[config.mk]
export PLATFORM = sky130hd
export DESIGN_NAME = sd_dat_ddr_rx
export DESIGN_NICKNAME = d
export VERILOG_FILES = /design/src/rtl/sdhc_pkg.sv /design/src/rtl/sd_crc16_ser.sv /design/src/rtl/sd_dat_ddr_rx.sv
export SDC_FILE = /design/constraint.sdc
export NUM_CORES = 1
export LEC_CHECK = 0
export BUFFER_PORTS_ARGS = -buffer_cell sky130_fd_sc_hd__buf_2
export CORE_MARGIN = 4
export CORE_UTILIZATION = 55
export CTS_BUF_LIST = sky130_fd_sc_hd__clkbuf_4 sky130_fd_sc_hd__clkbuf_8 sky130_fd_sc_hd__clkbuf_16
export CTS_CLUSTER_DIAMETER = 200
export DETAILED_ROUTE_END_ITERATION = 6
export HOLD_SLACK_MARGIN = 0.05
export PLACE_DENSITY = 0.84
export SYNTH_ARGS = -nofsm -noshare
export SYNTH_HDL_FRONTEND = slang
export SYNTH_SLANG_ARGS = --single-unit
[constraint.sdc]
create_clock -name clk_i -period 6.8 [get_ports clk_i]
set_input_delay 1.36 -clock clk_i [delete_from_list [all_inputs] [get_ports clk_i]]
set_output_delay 1.36 -clock clk_i [all_outputs]
set_load 0.03 [all_outputs]
[src/rtl/sdhc_pkg.sv]
// Shared types and CRC16-CCITT helper for the SD DAT-line DDR receiver.
package sdhc_pkg;

    typedef enum logic [2:0] {
        IDLE,
        WAIT_START,
        DATA,
        CRC,
        ENDBIT
    } sd_rx_state_e;

    localparam int unsigned CRC_W      = 16;
    localparam int unsigned DAT_LINES  = 4;
    localparam logic [15:0] CRC16_POLY = 16'h1021;

    // One serial step of x^16 + x^12 + x^5 + 1, MSB-first.
    function automatic logic [15:0] crc16_next(input logic [15:0] crc, input logic din);
        logic fb;
        fb = crc[15] ^ din;
        return {crc[14:0], 1'b0} ^ (fb ? CRC16_POLY : 16'h0000);
    endfunction

endpackage

[src/rtl/sd_crc16_ser.sv]
// Bit-serial CRC16-CCITT accumulator with synchronous clear and shift enable.
module sd_crc16_ser
    import sdhc_pkg::*;
(
    input  logic             clk_i,
    input  logic             rst_ni,
    input  logic             clr_i,
    input  logic             en_i,
    input  logic             bit_i,
    output logic [CRC_W-1:0] crc_o
);

    logic [CRC_W-1:0] crc_q;
    logic [CRC_W-1:0] crc_d;

    always_comb begin
        crc_d = crc_q;
        if (clr_i) begin
            crc_d = '0;
        end else if (en_i) begin
            crc_d = crc16_next(crc_q, bit_i);
        end
    end

    always_ff @(posedge clk_i) begin
        if (!rst_ni) begin
            crc_q <= '0;
        end else begin
            crc_q <= crc_d;
        end
    end

    assign crc_o = crc_q;

endmodule

[src/rtl/sd_dat_ddr_rx.sv]
// DDR50 4-bit SD data block receiver: start-bit hunt, byte assembly,
// per-line/per-edge CRC16 check, end-bit check and sticky status.
module sd_dat_ddr_rx
    import sdhc_pkg::*;
#(
    parameter int unsigned BLOCK_BYTES = 512,
    parameter int unsigned TIMEOUT_CYC = 65535
) (
    input  logic       clk_i,
    input  logic       rst_ni,
    input  logic [3:0] dat_q1_i,
    input  logic [3:0] dat_q2_i,
    input  logic       start_i,
    input  logic       abort_i,
    output logic       busy_o,
    output logic [7:0] data_o,
    output logic       data_valid_o,
    output logic       done_o,
    output logic       crc_err_o,
    output logic       end_err_o,
    output logic       timeout_o
);

    localparam int unsigned CNT_W  = $clog2(BLOCK_BYTES + 1);
    localparam int unsigned TMO_W  = $clog2(TIMEOUT_CYC + 1);
    localparam int unsigned CCNT_W = 4;

    sd_rx_state_e      state_q, state_d;
    logic [CNT_W-1:0]  byte_cnt_q, byte_cnt_d;
    logic [CCNT_W-1:0] crc_cnt_q, crc_cnt_d;
    logic [TMO_W-1:0]  tmo_q, tmo_d;
    logic [7:0]        data_q, data_d;
    logic              valid_q, valid_d;
    logic              done_q, done_d;
    logic              busy_q, busy_d;
    logic              crc_err_q, crc_err_d;
    logic              end_err_q, end_err_d;
    logic              timeout_q, timeout_d;

    logic              crc_clr_c;
    logic              crc_en_c;
    logic              crc_mismatch_c;
    logic [CCNT_W-1:0] crc_idx_c;
    logic [CRC_W-1:0]  crc_rise [DAT_LINES];
    logic [CRC_W-1:0]  crc_fall [DAT_LINES];

    // Eight independent accumulators: one per DAT line per clock edge.
    for (genvar n = 0; n < DAT_LINES; n++) begin : g_crc
        sd_crc16_ser u_crc_rise (
            .clk_i  (clk_i),
            .rst_ni (rst_ni),
            .clr_i  (crc_clr_c),
            .en_i   (crc_en_c),
            .bit_i  (dat_q1_i[n]),
            .crc_o  (crc_rise[n])
        );
        sd_crc16_ser u_crc_fall (
            .clk_i  (clk_i),
            .rst_ni (rst_ni),
            .clr_i  (crc_clr_c),
            .en_i   (crc_en_c),
            .bit_i  (dat_q2_i[n]),
            .crc_o  (crc_fall[n])
        );
    end

    // CRC registers are frozen during the CRC phase, so walk them MSB-first by index.
    always_comb begin
        crc_idx_c      = CCNT_W'(4'd15 - crc_cnt_q);
        crc_mismatch_c = 1'b0;
        for (int n = 0; n < DAT_LINES; n++) begin
            if ((dat_q1_i[n] != crc_rise[n][crc_idx_c]) ||
                (dat_q2_i[n] != crc_fall[n][crc_idx_c])) begin
                crc_mismatch_c = 1'b1;
            end
        end
    end

    always_comb begin
        state_d    = state_q;
        byte_cnt_d = byte_cnt_q;
        crc_cnt_d  = crc_cnt_q;
        tmo_d      = tmo_q;
        data_d     = data_q;
        valid_d    = 1'b0;
        done_d     = 1'b0;
        crc_err_d  = crc_err_q;
        end_err_d  = end_err_q;
        timeout_d  = timeout_q;
        crc_clr_c  = 1'b0;
        crc_en_c   = 1'b0;

        if (abort_i) begin
            state_d = IDLE;
        end else begin
            case (state_q)
                IDLE: begin
                    if (start_i) begin
                        state_d   = WAIT_START;
                        crc_err_d = 1'b0;
                        end_err_d = 1'b0;
                        timeout_d = 1'b0;
                        crc_clr_c = 1'b1;
                        tmo_d     = TMO_W'(TIMEOUT_CYC);
                    end
                end
                WAIT_START: begin
                    if ((dat_q1_i == 4'h0) && (dat_q2_i == 4'h0)) begin
                        state_d    = DATA;
                        byte_cnt_d = '0;
                    end else if (tmo_q <= TMO_W'(1)) begin
                        tmo_d     = '0;
                        timeout_d = 1'b1;
                        done_d    = 1'b1;
                        state_d   = IDLE;
                    end else begin
                        tmo_d = tmo_q - TMO_W'(1);
                    end
                end
                DATA: begin
                    valid_d    = 1'b1;
                    data_d     = {dat_q1_i, dat_q2_i};
                    crc_en_c   = 1'b1;
                    byte_cnt_d = byte_cnt_q + CNT_W'(1);
                    if (byte_cnt_q == CNT_W'(BLOCK_BYTES - 1)) begin
                        state_d   = CRC;
                        crc_cnt_d = '0;
                    end
                end
                CRC: begin
                    if (crc_mismatch_c) begin
                        crc_err_d = 1'b1;
                    end
                    crc_cnt_d = crc_cnt_q + CCNT_W'(1);
                    if (crc_cnt_q == CCNT_W'(15)) begin
                        state_d = ENDBIT;
                    end
                end
                ENDBIT: begin
                    if ({dat_q1_i, dat_q2_i} != 8'hFF) begin
                        end_err_d = 1'b1;
                    end
                    done_d  = 1'b1;
                    state_d = IDLE;
                end
                default: begin
                    state_d = IDLE;
                end
            endcase
        end

        busy_d = (state_d != IDLE);
    end

    always_ff @(posedge clk_i) begin
        if (!rst_ni) begin
            state_q    <= IDLE;
            byte_cnt_q <= '0;
            crc_cnt_q  <= '0;
            tmo_q      <= '0;
            data_q     <= '0;
            valid_q    <= 1'b0;
            done_q     <= 1'b0;
            busy_q     <= 1'b0;
            crc_err_q  <= 1'b0;
            end_err_q  <= 1'b0;
            timeout_q  <= 1'b0;
        end else begin
            state_q    <= state_d;
            byte_cnt_q <= byte_cnt_d;
            crc_cnt_q  <= crc_cnt_d;
            tmo_q      <= tmo_d;
            data_q     <= data_d;
            valid_q    <= valid_d;
            done_q     <= done_d;
            busy_q     <= busy_d;
            crc_err_q  <= crc_err_d;
            end_err_q  <= end_err_d;
            timeout_q  <= timeout_d;
        end
    end

    assign busy_o       = busy_q;
    assign data_o       = data_q;
    assign data_valid_o = valid_q;
    assign done_o       = done_q;
    assign crc_err_o    = crc_err_q;
    assign end_err_o    = end_err_q;
    assign timeout_o    = timeout_q;

endmodule
==> metrics.csv <==
metric;value;unit
ir_drop;0.182;mV
fill_cells;1138;
grt_first_pass_wirelength;28400;um
placed_cell_area;8110;um^2
post_cts_buffers;0;
synth.avg_cell_area;8.38;um^2
die_y;128;um
ys_types;47;
start_util;56.6;%
initialDrtViolationCount;618;
netlist_area;7950;um^2
r2r-start;state_q[2];
reg2reg_depth;6;
clock_sinks;175;
holdPathStages;2;
status;finished, final reports clean;
wl_per_cell;15.0;um
r2r-end;g_crc[1].u_crc_fall.crc_o[4];
async_flop_share;0;%
cp_max_fo;66;
syn_nets;964;
finClkSkew;0.00502;ns
grt_pass1_vias;5952;
hold_violations;0;
clk_path_buf_depth;2;
startpoint;abort_i;
syn_inst;948;
gp_congestion;0.807;
worst_pin_slew;1.09;ns
relSlewSlack;27.2;%
dp_hpwl;10000;um
final_cell_area;8700;um^2
power.density;242;nW/um^2
critPathCaptureType;register;
synth_edf_count;0;
rrSetupSlack;3.86;ns
crit_required;7.14;ns
drc;0;
num_vias;6466;
antenna_found_initial;0;
final_cells;1119;
startpoint_type;input pin;
critPathKind;in -> reg;
ant_nets;0;
maxCapViolations;0;
synth_seq_cells;175;
first_pass_iters;5;
hold_buffers;0;
finalPower;2110;uW
synth_ff_type;dfxtp_1;
cts_resized;0;
rsz0062_at_grt;no;
die-area;16400;um^2
grt_usage;20.9;%
num-nets-final;946;
leakage;0.00280;uW
slew_violations;0;
die_width;128;um
synth_area_leaders;dfxtp_1, nand2_1, a21oi_1;
fin_crit_sh;51.8;%
min_path_type;reg -> reg;
worstPathArrival;3.86;ns
htree_num_levels;4;
layout-drive-gt1-share;11.5;%
finalSetupTns;0;ns
yosysWarnings;0;
clock_latency;0.41;ns
synth_seq_area_share;44.1;%
synthToLayoutAreaGrowth;9.46;%
numCtsBuffers;17;
viasPerCell;5.78;
multi_input_area;4140;um^2
regArea;3510;um^2
core;14000;um^2
cts_tree;done;
setup_violations;0;
ioPinCount;26;
grt_overflow;0;
cts_root_buffer;clkbuf_16;
dp_cells;1091;
portBuffers;25;
row_count;43;
clk_pin_slew;0.06;ns
grt_max_degree;109;
finalCriticalPeriod;3.52;ns
clock.fmax;284;MHz
endpoint;g_crc[1].u_crc_fall.crc_o[4];
synth_top_area_share;44.1;%
yosys.area.top_type;dfxtp_1;
diodes;0;
routed_wl;16700;um
sequential cells by signal, summed over array words and instances (netlist names), 3 cells and up:
signal / count
g_crc.u_crc_fall.crc_o: 64
g_crc.u_crc_rise.crc_o: 64
tmo_q: 16
byte_cnt_q: 10
data_o: 8
crc_cnt_q: 4
state_q: 3
power breakdown:
group          leakage (uW)  internal [uW]  switching, uW
registers           0.00141           1030           10.3
clock network      0.000290            601            371
logic               0.00109           30.6           62.7
total               0.00280           1670            444
area by class of cell:
cell class                      count  share of cell area (%)
Clock buffer                       21                    5.45
Clock inverter                      7                    1.29
Inverter                           14                   0.604
Multi-Input combinational cell    689                    47.6
Sequential cell                   175                    40.3
Tap cell                          180                    2.59
Timing Repair Buffer               33                    2.13
Yosys cell counts, types with 2 or more instances:
master    number
o211ai_1       2
nor4_1         5
nor2_1        50
xor2_1        17
or2_2          2
and3_1         4
nor3_1         7
mux4_2        32
o221a_2        2
o21ai_0       27
a21oi_1      148
a31oi_1        4
nand3_1        8
dfxtp_1      175
mux2i_1       18
nand2_1      271
o211a_1        4
o21a_1         3
clkbuf_1      54
and4_1         2
ha_1           4
buf_1          2
and2_1         2
nor2b_1        3
a22oi_1        2
xnor2_1       26
buf_2         13
or3_1          2
a21boi_0       9
inv_1         14
nand4_1        7
a211oi_1      10
o21ai_1        2
or4_1          4
cells in the final DEF, fill, tap and decap left out, types with 8 or more instances in the layout:
cell type  count
a21boi_0       9
nor2_1        49
dfxtp_1      173
mux4_2        32
xnor2_1       26
o21ai_0       27
a21oi_1      148
xor2_1        17
inv_1         14
buf_2         25
a211oi_1      10
clkbuf_16     17
nand2_1      270
mux2i_1       18
nand3_1        8
buf_4          8
metrics by stage:
step	hold slack, ns	setup slack [ns]	utilization (%)
2_1_floorplan	0.442	3.68	-
3_3_place_gp	0.447	3.00	57.8
3_5_place_dp	0.457	2.91	57.8
4_1_cts	0.463	3.33	62.0
5_1_grt	0.478	2.99	62.0
6_report	0.461	3.28	62.0
cell families (layout without fill, tap and decap cells):
family,after synthesis,after routing,share of synthesized area (%)
buf+inv,84,75,4.19
xor+xnor,43,43,4.74
fa+ha+maj,4,4,0.630
flops,175,175,44.1
compound gates,218,218,15.3
simple gates,374,374,19.7
mux,50,50,11.3
worst max-delay path, stage by stage:
cell,delay [ns]
buf_2,0.12
nor2_1,0.46
nand2_1,0.22
nor2_4,0.69
buf_4,0.64
nand2_1,0.17
a21oi_1,0.17
worst min path at each step:
stage,from,endpoint
3_3_place_gp,timeout_o,timeout_o
6_report,g_crc[1].u_crc_fall.crc_o[13],g_crc[1].u_crc_fall.crc_o[14]
3_5_place_dp,g_crc[1].u_crc_fall.crc_o[13],g_crc[1].u_crc_fall.crc_o[14]
5_1_grt,g_crc[1].u_crc_fall.crc_o[9],g_crc[1].u_crc_fall.crc_o[10]
4_1_cts,g_crc[1].u_crc_fall.crc_o[13],g_crc[1].u_crc_fall.crc_o[14]
2_1_floorplan,g_crc[0].u_crc_fall.crc_o[1],g_crc[0].u_crc_fall.crc_o[2]
per-layer routing:
metal | vias up | track usage [%] | share of wire [%]
li1 | 3197 | - | -
met1 | 3104 | 27.5 | 45
met2 | 147 | 34.6 | 49
met3 | 18 | 4.50 | 4.6
met4 | 0 | 5.99 | 1.2
met5 | - | 0 | 0
No activity file was read; power rests on OpenSTA's default activity.
